**config.mk**
```make
export PLATFORM = sky130hd
export DESIGN_NAME = rx_align_ctrl
export DESIGN_NICKNAME = d
export VERILOG_FILES = /design/src/rtl/rx_align_ctrl_pkg.sv /design/src/rtl/rx_align_ctrl_gap_timer.sv /design/src/rtl/rx_align_ctrl.sv
export SDC_FILE = /design/constraint.sdc
export NUM_CORES = 1
export LEC_CHECK = 0
export CORE_ASPECT_RATIO = 0.7
export CORE_MARGIN = 2
export CORE_UTILIZATION = 46
export DETAILED_ROUTE_END_ITERATION = 10
export GPL_ROUTABILITY_DRIVEN = 1
export PLACE_DENSITY = 0.73
export SLEW_MARGIN = 20
export SYNTH_ARGS = -nofsm -noshare
export SYNTH_HDL_FRONTEND = slang
export SYNTH_HIERARCHICAL = 1
export SYNTH_SLANG_ARGS = --single-unit
```
**constraint.sdc**
```tcl
create_clock -name clk_f -period 2.2 [get_ports clk_f]
set_input_delay 0.44 -clock clk_f [delete_from_list [all_inputs] [get_ports clk_f]]
set_output_delay 0.44 -clock clk_f [all_outputs]
set_load 0.03 [all_outputs]
```
**src/rtl/rx_align_ctrl_pkg.sv**
```systemverilog
// rx_align_ctrl_pkg: phy_rx lane state encodings, comma character and default link constants
package rx_align_ctrl_pkg;
  typedef enum logic [1:0] {
    ST_IDLE   = 2'd0,
    ST_HUNT   = 2'd1,
    ST_ALIGN  = 2'd2,
    ST_ACTIVE = 2'd3
  } link_state_e;
  localparam logic [7:0] COMMA_CHAR = 8'hBC;
  localparam int unsigned SYNC_COUNT_DEF  = 4;
  localparam int unsigned SLIP_WAIT_DEF   = 2;
  localparam int unsigned GAP_TIMEOUT_DEF = 64;
endpackage

```
**src/rtl/rx_align_ctrl_gap_timer.sv**
```systemverilog
// rx_align_ctrl_gap_timer: saturating run counter that flags the LIMIT-th consecutive increment
module rx_align_ctrl_gap_timer
  import rx_align_ctrl_pkg::*;
#(
  parameter int unsigned LIMIT = GAP_TIMEOUT_DEF
) (
  input  logic clk_f,
  input  logic reset,
  input  logic clr,
  input  logic inc,
  output logic timeout
);
  localparam int unsigned W = $clog2(LIMIT + 1);
  logic [W-1:0] cnt_q, cnt_d;
  always_comb begin
    timeout = inc && !clr && cnt_q == W'(LIMIT - 1);
    cnt_d   = (clr || timeout) ? '0 : (inc && cnt_q != '1) ? cnt_q + 1'b1 : cnt_q;
  end
  always_ff @(posedge clk_f or negedge reset)
    if (!reset) cnt_q <= '0;
    else        cnt_q <= cnt_d;
endmodule

```
**src/rtl/rx_align_ctrl.sv**
```systemverilog
// rx_align_ctrl: bitslip-driven comma alignment and link-state FSM for the phy_rx lane
module rx_align_ctrl
  import rx_align_ctrl_pkg::*;
#(
  parameter logic [7:0]  COMMA       = COMMA_CHAR,
  parameter int unsigned SYNC_COUNT  = SYNC_COUNT_DEF,
  parameter int unsigned SLIP_WAIT   = SLIP_WAIT_DEF,
  parameter int unsigned GAP_TIMEOUT = GAP_TIMEOUT_DEF
) (
  input  logic       clk_f,
  input  logic       reset,
  input  logic       enable,
  input  logic [7:0] data_in,
  output logic       bitslip,
  output logic       active,
  output logic       valid_out,
  output logic [7:0] data_out,
  output logic       sync_lost,
  output logic [1:0] state_out
);
  localparam int unsigned CW = $clog2(SYNC_COUNT + 1);
  localparam int unsigned BW = $clog2(SLIP_WAIT + 1);
  link_state_e state_q, state_d;
  logic [CW-1:0] comma_cnt_q, comma_cnt_d;
  logic [BW-1:0] blank_q, blank_d;
  logic bitslip_q, bitslip_d, active_q, active_d, valid_q, valid_d, sync_lost_q, sync_lost_d;
  logic [7:0] data_q, data_d;
  logic is_comma, gap_clr, gap_timeout;
  assign is_comma = data_in == COMMA;
  assign gap_clr  = !enable || state_q != ST_ACTIVE || is_comma;
  rx_align_ctrl_gap_timer #(.LIMIT(GAP_TIMEOUT)) u_gap (
    .clk_f   (clk_f),
    .reset   (reset),
    .clr     (gap_clr),
    .inc     (!is_comma),
    .timeout (gap_timeout)
  );
  always_comb begin
    state_d     = state_q;
    comma_cnt_d = comma_cnt_q;
    blank_d     = blank_q;
    bitslip_d   = 1'b0;
    active_d    = 1'b0;
    valid_d     = 1'b0;
    data_d      = '0;
    sync_lost_d = 1'b0;
    if (!enable) begin
      state_d     = ST_IDLE;
      comma_cnt_d = '0;
      blank_d     = '0;
    end else begin
      case (state_q)
        ST_IDLE: state_d = ST_HUNT;
        ST_HUNT:
          if (|blank_q) blank_d = blank_q - 1'b1;
          else if (is_comma) begin
            state_d     = ST_ALIGN;
            comma_cnt_d = CW'(1);
          end else begin
            bitslip_d = 1'b1;
            blank_d   = BW'(SLIP_WAIT);
          end
        ST_ALIGN:
          // A broken comma run re-hunts without slipping; the slip rule resumes next cycle
          if (!is_comma) begin
            state_d     = ST_HUNT;
            comma_cnt_d = '0;
            blank_d     = '0;
          end else if (comma_cnt_q == CW'(SYNC_COUNT - 1)) begin
            state_d     = ST_ACTIVE;
            comma_cnt_d = '0;
            active_d    = 1'b1;
          end else comma_cnt_d = comma_cnt_q + 1'b1;
        default:
          if (gap_timeout) begin
            state_d     = ST_HUNT;
            sync_lost_d = 1'b1;
          end else begin
            active_d = 1'b1;
            valid_d  = !is_comma;
            data_d   = is_comma ? '0 : data_in;
          end
      endcase
    end
  end
  always_ff @(posedge clk_f or negedge reset)
    if (!reset) begin
      state_q     <= ST_IDLE;
      comma_cnt_q <= '0;
      blank_q     <= '0;
      bitslip_q   <= 1'b0;
      active_q    <= 1'b0;
      valid_q     <= 1'b0;
      data_q      <= '0;
      sync_lost_q <= 1'b0;
    end else begin
      state_q     <= state_d;
      comma_cnt_q <= comma_cnt_d;
      blank_q     <= blank_d;
      bitslip_q   <= bitslip_d;
      active_q    <= active_d;
      valid_q     <= valid_d;
      data_q      <= data_d;
      sync_lost_q <= sync_lost_d;
    end
  assign bitslip   = bitslip_q;
  assign active    = active_q;
  assign valid_out = valid_q;
  assign data_out  = data_q;
  assign sync_lost = sync_lost_q;
  assign state_out = state_q;
endmodule
```
# Word level (Yosys, flattened, before mapping)

Cells that the tools add are included.

Bits in registers: 26
Input bits: 11
Output and inout bits: 14
Logic and storage cells: 82

Add/sub/neg operators: 3
Eq/ne operators: 14
Multiplexer cells: 39
Reduce and logical (&&, ||, !) cells: 17

Operator list:

| operator              | number |
|---|---|
| $mux W8               | 4 |
| $mux W2               | 10 |
| $mux W3               | 5 |
| $mux W1               | 14 |
| $mux W7               | 2 |
| $ne A3 B3 Y1 const B  | 3 |
| $eq A8 B8 Y1 const B  | 1 |
| $ne A4 B4 Y1 const B  | 2 |
| $add A7 B1 Y7 const B | 1 |
| $eq A7 B6 Y1 const B  | 1 |
| $ne A7 B7 Y1 const B  | 1 |
| $pmux W2 S3           | 1 |
| $pmux W3 S2           | 1 |
| $reduce_and A3 Y1     | 2 |
| $ne A5 B1 Y1 const B  | 1 |
| $pmux W2 S2           | 1 |
| $reduce_and A4 Y1     | 1 |
| $reduce_or A2 Y1      | 2 |
| $add A3 B1 Y3 const B | 1 |
| $eq A3 B2 Y1 const B  | 1 |
| $logic_and A1 B1 Y1   | 3 |
| $logic_not A1 Y1      | 3 |
| $logic_or A1 B1 Y1    | 3 |
| $ne A3 B1 Y1 const B  | 1 |
| other kinds (8)       | 8 |

# Longest topological paths before layout

Gate-level depths: netlist (run 1).

Depth in word-level cells: 9
Gate-level depth with buffers: 9
Depth with buffers taken out: 8

# Modules after synthesis

The synthesis (run 1) kept the hierarchy.

Modules (own cells, without submodules):

| module                  | times used | cells an instance | area an instance (um^2) | sequential area each (um^2) |
|---|---|---|---|---|
| rx_align_ctrl           | 1          | 86                | 972.2                   | 475.5 |
| rx_align_ctrl_gap_timer | 1          | 40                | 396.6                   | 175.2 |

# Worst setup path after synthesis (run 1)

Ideal clock, no wire load.

Path kind: input to register
Start point: in data_in[6]
End point: reg state_q[0] (netlist: state_out[0])
Setup time: 0.129 ns
Arrival time: 2.540 ns
Required time: 2.071 ns
Setup slack: -0.469 ns
Stages: 9
Path buffers: 1
Cells stage by stage: or4b_4 -> nor2_1 -> inv_1 -> nand3_1 -> clkbuf_1 -> nor4b_2 -> nor4b_1 -> a211oi_4 -> mux2i_1

Cells in the longest elaborated chain, start to end: 7
Elaborated cells on any way between the ends: 13
Classes of those cells: 4 x eq/ne; 3 x mux; 6 x reduce/logical

Ends and longest elaborated chain:

| what                             | RTL line                      | source |
|---|---|---|
| from (decl)                      | rx_align_ctrl.sv:13           | `input logic [7:0] data_in,` |
| $eq A8 B8 Y1                     | rx_align_ctrl.sv:29           | `assign is_comma = data_in == COMMA;` |
| $logic_or A1 B1 Y1               | rx_align_ctrl.sv:30           | `assign gap_clr = !enable \|\| state_q != ST_ACTIVE \|\| is_comma;` |
| net gap_clr                      | rx_align_ctrl.sv:28           | `logic is_comma, gap_clr, gap_timeout;` |
| $logic_not A1 Y1                 | rx_align_ctrl_gap_timer.sv:16 | `timeout = inc && !clr && cnt_q == W'(LIMIT - 1);` |
| $logic_and A1 B1 Y1 (2 in a row) | rx_align_ctrl_gap_timer.sv:16 |  |
| net gap_timeout                  | rx_align_ctrl.sv:28           |  |
| $ne A5 B1 Y1 (no line)           | -                             |  |
| $reduce_and A4 Y1 (no line)      | -                             |  |
| to (signal assigned)             | rx_align_ctrl.sv:97           | `state_q <= state_d;` |
| to (decl)                        | rx_align_ctrl.sv:23           | `link_state_e state_q, state_d;` |

The timed path passes the listed nets, and every way through them passes these cells.
A chain may end at the register's enable or synchronous reset.

# Worst setup path in the final report (run 1)

Start point: in data_in[3]
End point: reg state_q[0] (netlist: state_out[0])

Same word-level chain as after synthesis.

==> impl_metrics.yaml, run 1 <==
setup_path:
  end_of_the_worst_register_to_register_path: "state_out[0]"
  critical_path_buf_inv_count: 2
  crit_path_top_cell_by_count: "sky130_fd_sc_hd__nor4b_4"
  worst-r2r-cell-count: 6
  worst_r2r_startpoint: "u_gap/cnt_q[0]"
  critical_path.cell_chain: "clkdlybuf4s50_1, nand4_1, nor2_4, inv_2, nand3_4, nor4b_4, nor4b_4, a211oi_4, mux2i_1"
  critPathLaunch: "data_in[3]"
  critPathTopFamily: "simple AND/OR/NAND/NOR gates"
  worst-setup-path-type: "in2reg"
  worstSetupEndpointType: "flop"
  crit_path_start_kind: "input port"
  worst_path_max_delay_cell: "sky130_fd_sc_hd__clkdlybuf4s50_1"
  cp.depth: 9
  worst-endpoint-arrival_ns: 2.27
  ff2ff_setup_slack_ns: 0.25
  critical_path.max_fanout: 3
  worst_ep_required_time_ns: 2.38
  crit_path_max_incr_delay_ns: 0.41
  cp-endpoint: "state_out[0]"
routing:
  drc: 0
  drt_first_pass_iters: 4
  via_count_normalized_by_instance_count: 5.277
  via_count: 1066
  post_drt_wl_per_cell_um: 14.80
  ant_nets: 0
  drt_first_iter_violations: 69
  drt_total_wl_mm: 2.990
placed_design:
  gp_congestion: 0.8120
  detailed_place.area_um2: 1767
  place_hpwl_mm: 2.235
  placed_cells_incl_taps: 197
  count_of_input_and_output_buffers: 24
  place_worst_setup_slack_ns: -0.2994
synth:
  yosysTopAreaCellShare_pct: 47.53
  yosys-top-cells-area: "sky130_fd_sc_hd__dfrtp_1 (48%), sky130_fd_sc_hd__ha_1 (9.1%), sky130_fd_sc_hd__mux2i_1 (3.7%)"
  yosysTopAreaCell: "sky130_fd_sc_hd__dfrtp_1"
  postSynth.topFlopCell: "sky130_fd_sc_hd__dfrtp_1"
  syn_nets: 147
  yosysSeqAreaShare_pct: 47.53
  ys_types: 37
  syn_inst: 126
  synth_area_um2: 1369
  syn_area_per_cell_um2: 10.86
  synth.yosys.warnings: 6
  synth_edf_count: 0
  share_of_async_settable_or_async_resettable_flops_after_synthesis_pct: 100.0
  yosys_register_bits: 26
status:
  run_status: "complete, no violations"
final_layout:
  antennaDiodeCount: 0
  drive_gt1_share_pct: 18.67
  count_of_nets_after_finishing: 189
  fin_area_um2: 1872
  synthToLayoutAreaGrowth_pct: 36.75
  finalNonFillerCells: 202
  fillers: 216
clock_network:
  h-tree-depth: 1
  cts_hold_repair.buffers: 0
  worst_skew_pair.late_latency_ns: 0.26
  tritoncts.num_buffers: 3
  post_cts_clock_slew_at_the_launch_and_capture_registers_of_the_worst_setup_and_hold_paths_ns: 0.08
  clockBufferDepth: 2
  tritoncts: "done"
  clock_sink_count: 26
  root_buffer_cell: "sky130_fd_sc_hd__clkbuf_8"
worst_hold_path:
  hold_class: "in2reg"
  cell_count_of_the_worst_hold_path: 2
sta:
  maxClockFrequency_mhz: 478.9
  finalHoldViolCount: 0
  worst_slew_margin_relative_to_its_limit_pct: 77.61
  worst_slew_pin_slew_ns: 0.3342
  finalCritPeriodShare_pct: 94.92
  final.setup_skew_ns: 0.001556
  finalSetupTns_ns: 0
  rsz0062_at_grt: "false"
  finalWorstPathRequiredPeriod_ns: 2.088
  slew_violations: 0
  timing.final.setup_violations: 0
  post-route-worst-setup-slack_ns: 0.1118
global_routing:
  first_pass_grt_wire_length_mm: 5.030
  grt_antenna_before_repair: 0
  overall_global_routing_resource_usage_pct: 18.82
  grt-ovfl-total: 0
  pin_count_of_the_biggest_net_entering_global_routing: 27
  grt_pass1_vias: 1066
power_and_ir_drop:
  pwr_density_cell_nw_per_um2: 696.6
  peak_supply_drop_uv: 359.1
  p_leak_uw: 0.0008721
die:
  design.core.area_um2: 2823
  initial_core_util_pct: 48.49
  dieArea_um2: 3435
  floorplan.die.height_um: 49.64
  cell_rows: 16
  boundaryPins: 25
  die_w_um: 69.20
flow_run:
  cap_violations: 0
==> through the flow <==
stage	util [%]	hold slack [ns]	power (uW)
floorplan	-	0.1444	887.1
global placement	62.59	0.5140	1029
detailed placement	62.59	0.5316	1043
CTS	64.10	0.5435	1322
global route	66.31	0.4695	1407
finish	66.31	0.4674	1304
==> how the worst min path moves through the flow <==
stage,from,endpoint,slack [ns]
final,data_in[7],data_out[7],0.47
after global routing,data_in[6],data_out[6],0.47
after CTS,reset,valid_out,0.54
after detailed placement,comma_cnt_q[1],comma_cnt_q[1],0.53
after global placement,comma_cnt_q[1],comma_cnt_q[1],0.51
after floorplan,reset,active,0.14
==> report_power, final <==
group / switching, uW / internal [uW]
clock: 129 / 122
combinational: 272 / 217
sequential: 38.5 / 525
==> per-layer routing <==
layer  global-route usage, %  share of wire (%)  vias up
li1                        -                  -      530
met1                   25.85                 45      501
met2                   28.37                 47       33
met3                   6.748                6.9        2
met4                   4.902               0.70        0
met5                       0                  0        -
==> placed cells by master, fill, tap and decap left out, types with 2 or more instances in the layout <==
| cell | Yosys | layout |
|---|---|---|
| sky130_fd_sc_hd__nor4b_4 | 0 | 2 |
| sky130_fd_sc_hd__nand3b_1 | 2 | 2 |
| sky130_fd_sc_hd__o21ai_0 | 2 | 2 |
| sky130_fd_sc_hd__o32ai_1 | 4 | 4 |
| sky130_fd_sc_hd__mux2i_1 | 5 | 5 |
| sky130_fd_sc_hd__and2_1 | 7 | 7 |
| sky130_fd_sc_hd__ha_1 | 10 | 10 |
| sky130_fd_sc_hd__nand3_1 | 5 | 4 |
| sky130_fd_sc_hd__nor3_2 | 1 | 2 |
| sky130_fd_sc_hd__nand4_1 | 3 | 3 |
| sky130_fd_sc_hd__dlymetal6s2s_1 | 0 | 4 |
| sky130_fd_sc_hd__nand2b_1 | 4 | 4 |
| sky130_fd_sc_hd__a21oi_1 | 3 | 3 |
| sky130_fd_sc_hd__buf_4 | 0 | 14 |
| sky130_fd_sc_hd__nor2b_1 | 3 | 3 |
| sky130_fd_sc_hd__nor2_1 | 5 | 4 |
| sky130_fd_sc_hd__inv_2 | 0 | 2 |
| sky130_fd_sc_hd__clkdlybuf4s50_1 | 0 | 20 |
| sky130_fd_sc_hd__and3_1 | 4 | 4 |
| sky130_fd_sc_hd__nand2_1 | 4 | 4 |
| sky130_fd_sc_hd__nor3b_1 | 3 | 3 |
| sky130_fd_sc_hd__clkbuf_8 | 0 | 3 |
| sky130_fd_sc_hd__a21boi_0 | 2 | 2 |
| sky130_fd_sc_hd__inv_1 | 12 | 10 |
| sky130_fd_sc_hd__a211oi_1 | 3 | 3 |
| sky130_fd_sc_hd__dfrtp_1 | 26 | 26 |
==> registers in the layout (all words and copies together), names as in the netlist <==
name	cells
sync_lost	1
comma_cnt_q	3
blank_q	2
valid_out	1
data_out	8
active	1
bitslip	1
u_gap/cnt_q	7
state_out	2
==> cell usage after synthesis (2+ instances only) <==
cell and count:
sky130_fd_sc_hd__and2_1 7, sky130_fd_sc_hd__o32ai_1 4, sky130_fd_sc_hd__o21ai_0 2, sky130_fd_sc_hd__a21oi_1 3
sky130_fd_sc_hd__a21boi_0 2, sky130_fd_sc_hd__nor2_1 5, sky130_fd_sc_hd__and3_1 4, sky130_fd_sc_hd__nor3b_1 3
sky130_fd_sc_hd__clkbuf_1 2, sky130_fd_sc_hd__dfrtp_1 26, sky130_fd_sc_hd__a211oi_1 3, sky130_fd_sc_hd__inv_1 12
sky130_fd_sc_hd__nand2b_1 4, sky130_fd_sc_hd__ha_1 10, sky130_fd_sc_hd__mux2i_1 5, sky130_fd_sc_hd__nand3_1 5
sky130_fd_sc_hd__nand4_1 3, sky130_fd_sc_hd__nor2b_1 3, sky130_fd_sc_hd__nand3b_1 2, sky130_fd_sc_hd__nand2_1 4
==> logic make-up (layout without fill, tap and decap cells) <==
family / after synthesis / after routing / synth area share, %
AOI/OAI and AO/OA: 22 / 22 / 13.35
adders and majority gates: 10 / 10 / 9.141
buffers and inverters: 15 / 55 / 4.113
DFF: 26 / 26 / 47.53
muxes: 5 / 5 / 3.656
and+or+nand+nor: 48 / 48 / 22.21
==> cell type report <==
cell class	instances	area [um2]	share of cell area, %
Timing Repair Buffer	39	375.4	20.05
Sequential cell	26	650.6	34.76
Clock buffer	3	41.29	2.206
Multi-Input combinational cell	85	710.7	37.97
Inverter	13	48.80	2.607
Tap cell	36	45.04	2.406
==> what timing repair did <==
item                       4_1_cts  5_1_grt
pin swaps                        2        5
cloned                           0        0
resized for setup                1        8
setup endpoints to repair        2        7
hold endpoints to repair         0        0
buffers inserted                 0        3
Note: power is estimated with default switching activity, not from simulation.
==> run 2: changes to the inputs <==
CORE_MARGIN = 8   (was 2)
SETUP_SLACK_MARGIN = 0.05   (was default)
==> run 2 against run 1 <==
Largest cell class unchanged. Cell area down 0.20%. Via count up 5.3%. Sequential share of layout area up 0.070 points. Power up 10%. Fmax up 0.78%. Largest power group unchanged. Non-clock buffer count up 2. Hold slack better by 0.060 ns. Flip-flop and latch count unchanged. Count of clock-buffer cells in the layout unchanged. Setup slack better by 0.016 ns. Cell count up 1.5%. Clock skew up 0.0066 ns.
==> impl_metrics.yaml, run 2 (synthesis gave the netlist of run 1 again) <==
power_and_ir_drop:
  p_leak_uw: 0.0008461
  peak_supply_drop_uv: 652.7
  pwr_density_cell_nw_per_um2: 767.5
placed_design:
  count_of_input_and_output_buffers: 24
  gp_congestion: 0.8366
  detailed_place.area_um2: 1772
  place_hpwl_mm: 2.362
  place_worst_setup_slack_ns: -0.2635
clock_network:
  clock_sink_count: 26
  post_cts_clock_slew_at_the_launch_and_capture_registers_of_the_worst_setup_and_hold_paths_ns: 0.09
  cts_hold_repair.buffers: 0
  worst_skew_pair.late_latency_ns: 0.27
  tritoncts: "done"
  root_buffer_cell: "sky130_fd_sc_hd__clkbuf_8"
  tritoncts.num_buffers: 3
  clockBufferDepth: 2
  h-tree-depth: 1
routing:
  ant_nets: 0
  via_count_normalized_by_instance_count: 5.478
  via_count: 1123
  drt_first_iter_violations: 79
  drc: 0
  post_drt_wl_per_cell_um: 15.32
  drt_total_wl_mm: 3.141
  drt_first_pass_iters: 4
sta:
  rsz0062_at_grt: "false"
  timing.final.setup_violations: 0
  worst_slew_margin_relative_to_its_limit_pct: 76.12
  post-route-worst-setup-slack_ns: 0.1279
  finalCritPeriodShare_pct: 94.18
  finalWorstPathRequiredPeriod_ns: 2.072
  finalHoldViolCount: 0
  final.setup_skew_ns: 0.008151
  slew_violations: 0
  worst_slew_pin_slew_ns: 0.3565
  maxClockFrequency_mhz: 482.6
die:
  boundaryPins: 25
  die_w_um: 81.20
  cell_rows: 16
  dieArea_um2: 5005
  floorplan.die.height_um: 61.64
  design.core.area_um2: 2823
  initial_core_util_pct: 48.49
final_layout:
  largest_register_ff_count: 8
  multi_input_area_um2: 689.4
  count_of_nets_after_finishing: 191
  seq_area_um2: 650.6
  synthToLayoutAreaGrowth_pct: 36.47
  fillers: 205
  layout_commonest_cell: "sky130_fd_sc_hd__dfrtp_1"
  fin_area_um2: 1868
  drive_gt1_share_pct: 19.53
  mostFrequentLayoutCells: "sky130_fd_sc_hd__dfrtp_1 (26), sky130_fd_sc_hd__clkdlybuf4s50_1 (20), sky130_fd_sc_hd__buf_4 (17)"
  antennaDiodeCount: 0
global_routing:
  grt_antenna_before_repair: 0
  grt-ovfl-total: 0
  first_pass_grt_wire_length_mm: 5.195
  pin_count_of_the_biggest_net_entering_global_routing: 27
  grt_pass1_vias: 1084
  overall_global_routing_resource_usage_pct: 13.33
setup_path:
  worst-setup-path-type: "in2reg"
  worst-endpoint-arrival_ns: 2.27
  worst_path_max_delay_cell: "sky130_fd_sc_hd__clkdlybuf4s50_1"
  critPathTopFamily: "simple AND/OR/NAND/NOR gates"
  crit_path_max_incr_delay_ns: 0.43
  crit_path_start_kind: "input port"
  critical_path_buf_inv_count: 2
  critical_path.cell_chain: "clkdlybuf4s50_1, nand4_1, nor2_4, inv_2, nand3_2, nor4b_4, nor4b_2, a211oi_4, mux2i_1"
  worstSetupEndpointType: "flop"
  worst_ep_required_time_ns: 2.40
  critical_path.max_fanout: 3
status:
  run_status: "complete, no violations"
worst_hold_path:
  hold_class: "in2async"
flow_run:
  cap_violations: 0
run 2: metal layers:
layer,track usage (%),routed length (um)
met5,0,0
met4,2.278,61
met3,4.810,323
met2,20.39,1222
met1,17.83,1534
run 2: what timing repair did:
| item | in CTS | in global routing |
|---|---|---|
| gates resized for setup | 5 | 0 |
| endpoints found under the hold margin | 0 | 0 |
| setup endpoints to repair | 2 | 1 |
| buffers inserted | 4 | 0 |
| pin swaps | 6 | 1 |
run 2: worst reg2reg max path: stages (launching register included):
cell and delay (ns):
sky130_fd_sc_hd__dfrtp_1 0.48, sky130_fd_sc_hd__and3_1 0.24, sky130_fd_sc_hd__and3_1 0.24, sky130_fd_sc_hd__nor4b_4 0.30
sky130_fd_sc_hd__nor4b_2 0.11, sky130_fd_sc_hd__a211oi_4 0.27, sky130_fd_sc_hd__mux2i_1 0.23
run 2: worst paths after layout:
kind,startpoint,slack [ns],cells after the start,endpoint
max,data_in[3],0.13,9,state_out[0]
min,reset,0.53,2,state_out[0]
max reg2reg,u_gap/cnt_q[3],0.26,6,state_out[0]
min in group clk_f,comma_cnt_q[2],0.53,1,comma_cnt_q[2]
max in group asynchronous,reset,1.42,2,data_out[4]
min reg2reg,comma_cnt_q[2],0.53,1,comma_cnt_q[2]
run 2: layout make-up:
type / count / share of cell area, %
multi-input cells: 85 / 36.91
flip-flops and latches: 26 / 34.83
repair buffers: 41 / 19.42
inverters: 13 / 2.612
well taps: 36 / 2.411
clock buffers: 3 / 2.210
clock inverters: 1 / 1.608
run 2: stage by stage:
step / utilization, % / setup TNS [ns] / std cells / hold WS (ns) / total power [uW]
global route: 66.18 / 0 / 205 / 0.5524 / 1517
CTS: 66.18 / 0 / 205 / 0.5331 / 1444
finish: 66.18 / 0 / 205 / 0.5271 / 1434
floorplan: - / 0 / 126 / 0.1444 / 887.8
global placement: 62.77 / -1.702 / 197 / 0.5114 / 1029
detailed placement: 62.77 / -2.307 / 197 / 0.5274 / 1048
run 2: report_power, final:
part / switching, uW / internal, uW
clock network: 148 / 243
logic: 266 / 210
registers: 42.0 / 525
==> run 3: changes to the inputs <==
CORE_UTILIZATION = 51   (was 46)
PLACE_DENSITY = 0.79   (was 0.73)
==> run 3 against run 2 <==
Fmax decreased by 0.53%. Power increased by 0.38%. Sequential share of layout area about the same. Hold slack got worse by 0.016 ns. Non-clock buffer count unchanged. Clock power about the same. Largest power group unchanged.
==> impl_metrics.yaml, run 3 (synthesis gave the netlist of run 1 again) <==
status:
  run_status: "complete, no violations"
power_and_ir_drop:
  pwr_density_cell_nw_per_um2: 771.4
  share_seq_of_total_power_pct: 39.4
  switching_power_uw: 463.4
  clkPwrFrac_pct: 27.1
  p_int_uw: 975.7
  combinational_share_of_power_pct: 33.4
  p_leak_uw: 0.0008468
  peak_supply_drop_uv: 671.9
  p_sw_share_pct: 32.20
final_layout:
  mostFrequentLayoutCells: "sky130_fd_sc_hd__dfrtp_1 (26), sky130_fd_sc_hd__clkdlybuf4s50_1 (20), sky130_fd_sc_hd__buf_4 (17)"
  fin_area_um2: 1866
  synthToLayoutAreaGrowth_pct: 36.29
  largest_register_ff_count: 8
  count_of_nets_after_finishing: 191
  antennaDiodeCount: 0
  layout_commonest_cell: "sky130_fd_sc_hd__dfrtp_1"
  drive_gt1_share_pct: 19.53
  finalNonFillerCells: 203
  post-route-util_pct: 74.18
routing:
  drt_first_pass_iters: 4
  via_count: 1155
  top_layer_used: "met4"
  drc: 0
  routed_length_on_met1_mm: 1.472
  wl_met3_um: 284
  drt_first_iter_violations: 89
  via_count_normalized_by_instance_count: 5.690
  met2RoutedLength_mm: 1.480
  drt_total_wl_mm: 3.267
  post_drt_wl_per_cell_um: 16.09
  ant_nets: 0
sta:
  finalHoldViolCount: 0
  finalHoldWorstSlack_ns: 0.5111
  finalWorstPathRequiredPeriod_ns: 2.083
  worst_slew_pin_slew_ns: 0.3415
  final.setup_skew_ns: 0.002446
  finalSetupTns_ns: 0
  finalCritPeriodShare_pct: 94.69
  maxClockFrequency_mhz: 480.1
  worst_slew_margin_relative_to_its_limit_pct: 77.19
  timing.final.setup_violations: 0
  rsz0062_at_grt: "false"
  slew_violations: 0
global_routing:
  pin_count_of_the_biggest_net_entering_global_routing: 27
  first_pass_grt_wire_length_mm: 5.471
  overall_global_routing_resource_usage_pct: 15.19
  grt-ovfl-total: 0
  grt_antenna_before_repair: 0
  grt_pass1_vias: 1092
clock_network:
  tritoncts.num_buffers: 3
  post_cts_clock_slew_at_the_launch_and_capture_registers_of_the_worst_setup_and_hold_paths_ns: 0.09
  worst_skew_pair.late_latency_ns: 0.27
  cts_hold_repair.buffers: 0
  h-tree-depth: 1
  tritoncts: "done"
  root_buffer_cell: "sky130_fd_sc_hd__clkbuf_8"
  clockBufferDepth: 2
  clock_sink_count: 26
die:
  boundaryPins: 25
  cell_rows: 15
  initial_core_util_pct: 54.43
  design.core.area_um2: 2515
  die_w_um: 77.92
  floorplan.die.height_um: 59.35
  dieArea_um2: 4624
setup_path:
  critical_path.max_fanout: 4
  crit_path_start_kind: "input port"
  worst-setup-path-type: "in2reg"
  worstSetupEndpointType: "flop"
  worst_ep_required_time_ns: 2.40
  worst-endpoint-arrival_ns: 2.28
placed_design:
  place_hpwl_mm: 2.464
  placed_cells_incl_taps: 194
  count_of_input_and_output_buffers: 24
  detailed_place.area_um2: 1762
  gp_congestion: 0.7729
worst_hold_path:
  hold_class: "in2reg"
flow_run:
  cap_violations: 0
[run 3: cell counts in the layout (fill, tap and decap cells not counted)]
Identical to the previous run, type by type.
[run 3: layer usage]
metal  vias to the layer above  GRT usage (%)
li1                        535              -
met2                        51          22.89
met1                       565          19.75
met5                         -              0
met4                         0          4.462
met3                         4          5.758
[run 3: power groups by stage]
stage                     logic, uW  registers (uW)  clock network, uW
after floorplan                 267             621                  0
after global placement          453             571                  0
after detailed placement        474             577                  0
after CTS                       479             568                403
after global routing            524             574                418
final                           481             568                391
[run 3: path summary, 6_finish.rpt]
kind | slack [ns] | endpoint | startpoint | depth (start not counted)
setup reg to reg | 0.27 | data_out[2] | u_gap/cnt_q[0] | 7
hold reg to reg | 0.53 | comma_cnt_q[2] | comma_cnt_q[2] | 1
min in group asynchronous | 0.52 | comma_cnt_q[1] | reset | 2
hold / removal | 0.51 | data_out[7] | data_in[7] | 2
setup / recovery | 0.12 | state_out[1] | data_in[6] | 6
max in group asynchronous | 1.43 | active | reset | 2
[run 3: what timing repair did]
action | CTS | global route
endpoints found under the hold margin | 0 | 0
endpoints found under the setup margin | 2 | 1
setup buffers | 4 | 1
gates resized for setup | 5 | 0
pin swaps | 5 | 3
[run 3: cell type report]
class / count / area (um2)
Tap cell: 34 / 42.54
Clock inverter: 1 / 30.03
Multi-Input combinational cell: 85 / 689.4
Inverter: 13 / 48.80
Fill cell: 179 / 649.4
Sequential cell: 26 / 650.6
Clock buffer: 3 / 41.29
Timing Repair Buffer: 41 / 362.8
[run 3: stage by stage]
step	power (uW)	setup WS, ns
after floorplan	887.8	0.07345
after global placement	1024	-0.2018
after detailed placement	1052	-0.2577
after CTS	1450	0.1317
after global routing	1516	0.05019
final	1439	0.1169
[run 3: worst max-delay path, stage by stage]
cell and delay, ns:
sky130_fd_sc_hd__dlygate4sd2_1 0.24, sky130_fd_sc_hd__or4b_4 0.57, sky130_fd_sc_hd__buf_4 0.16, sky130_fd_sc_hd__o311a_4 0.38, sky130_fd_sc_hd__a211oi_4 0.26, sky130_fd_sc_hd__mux2i_1 0.22
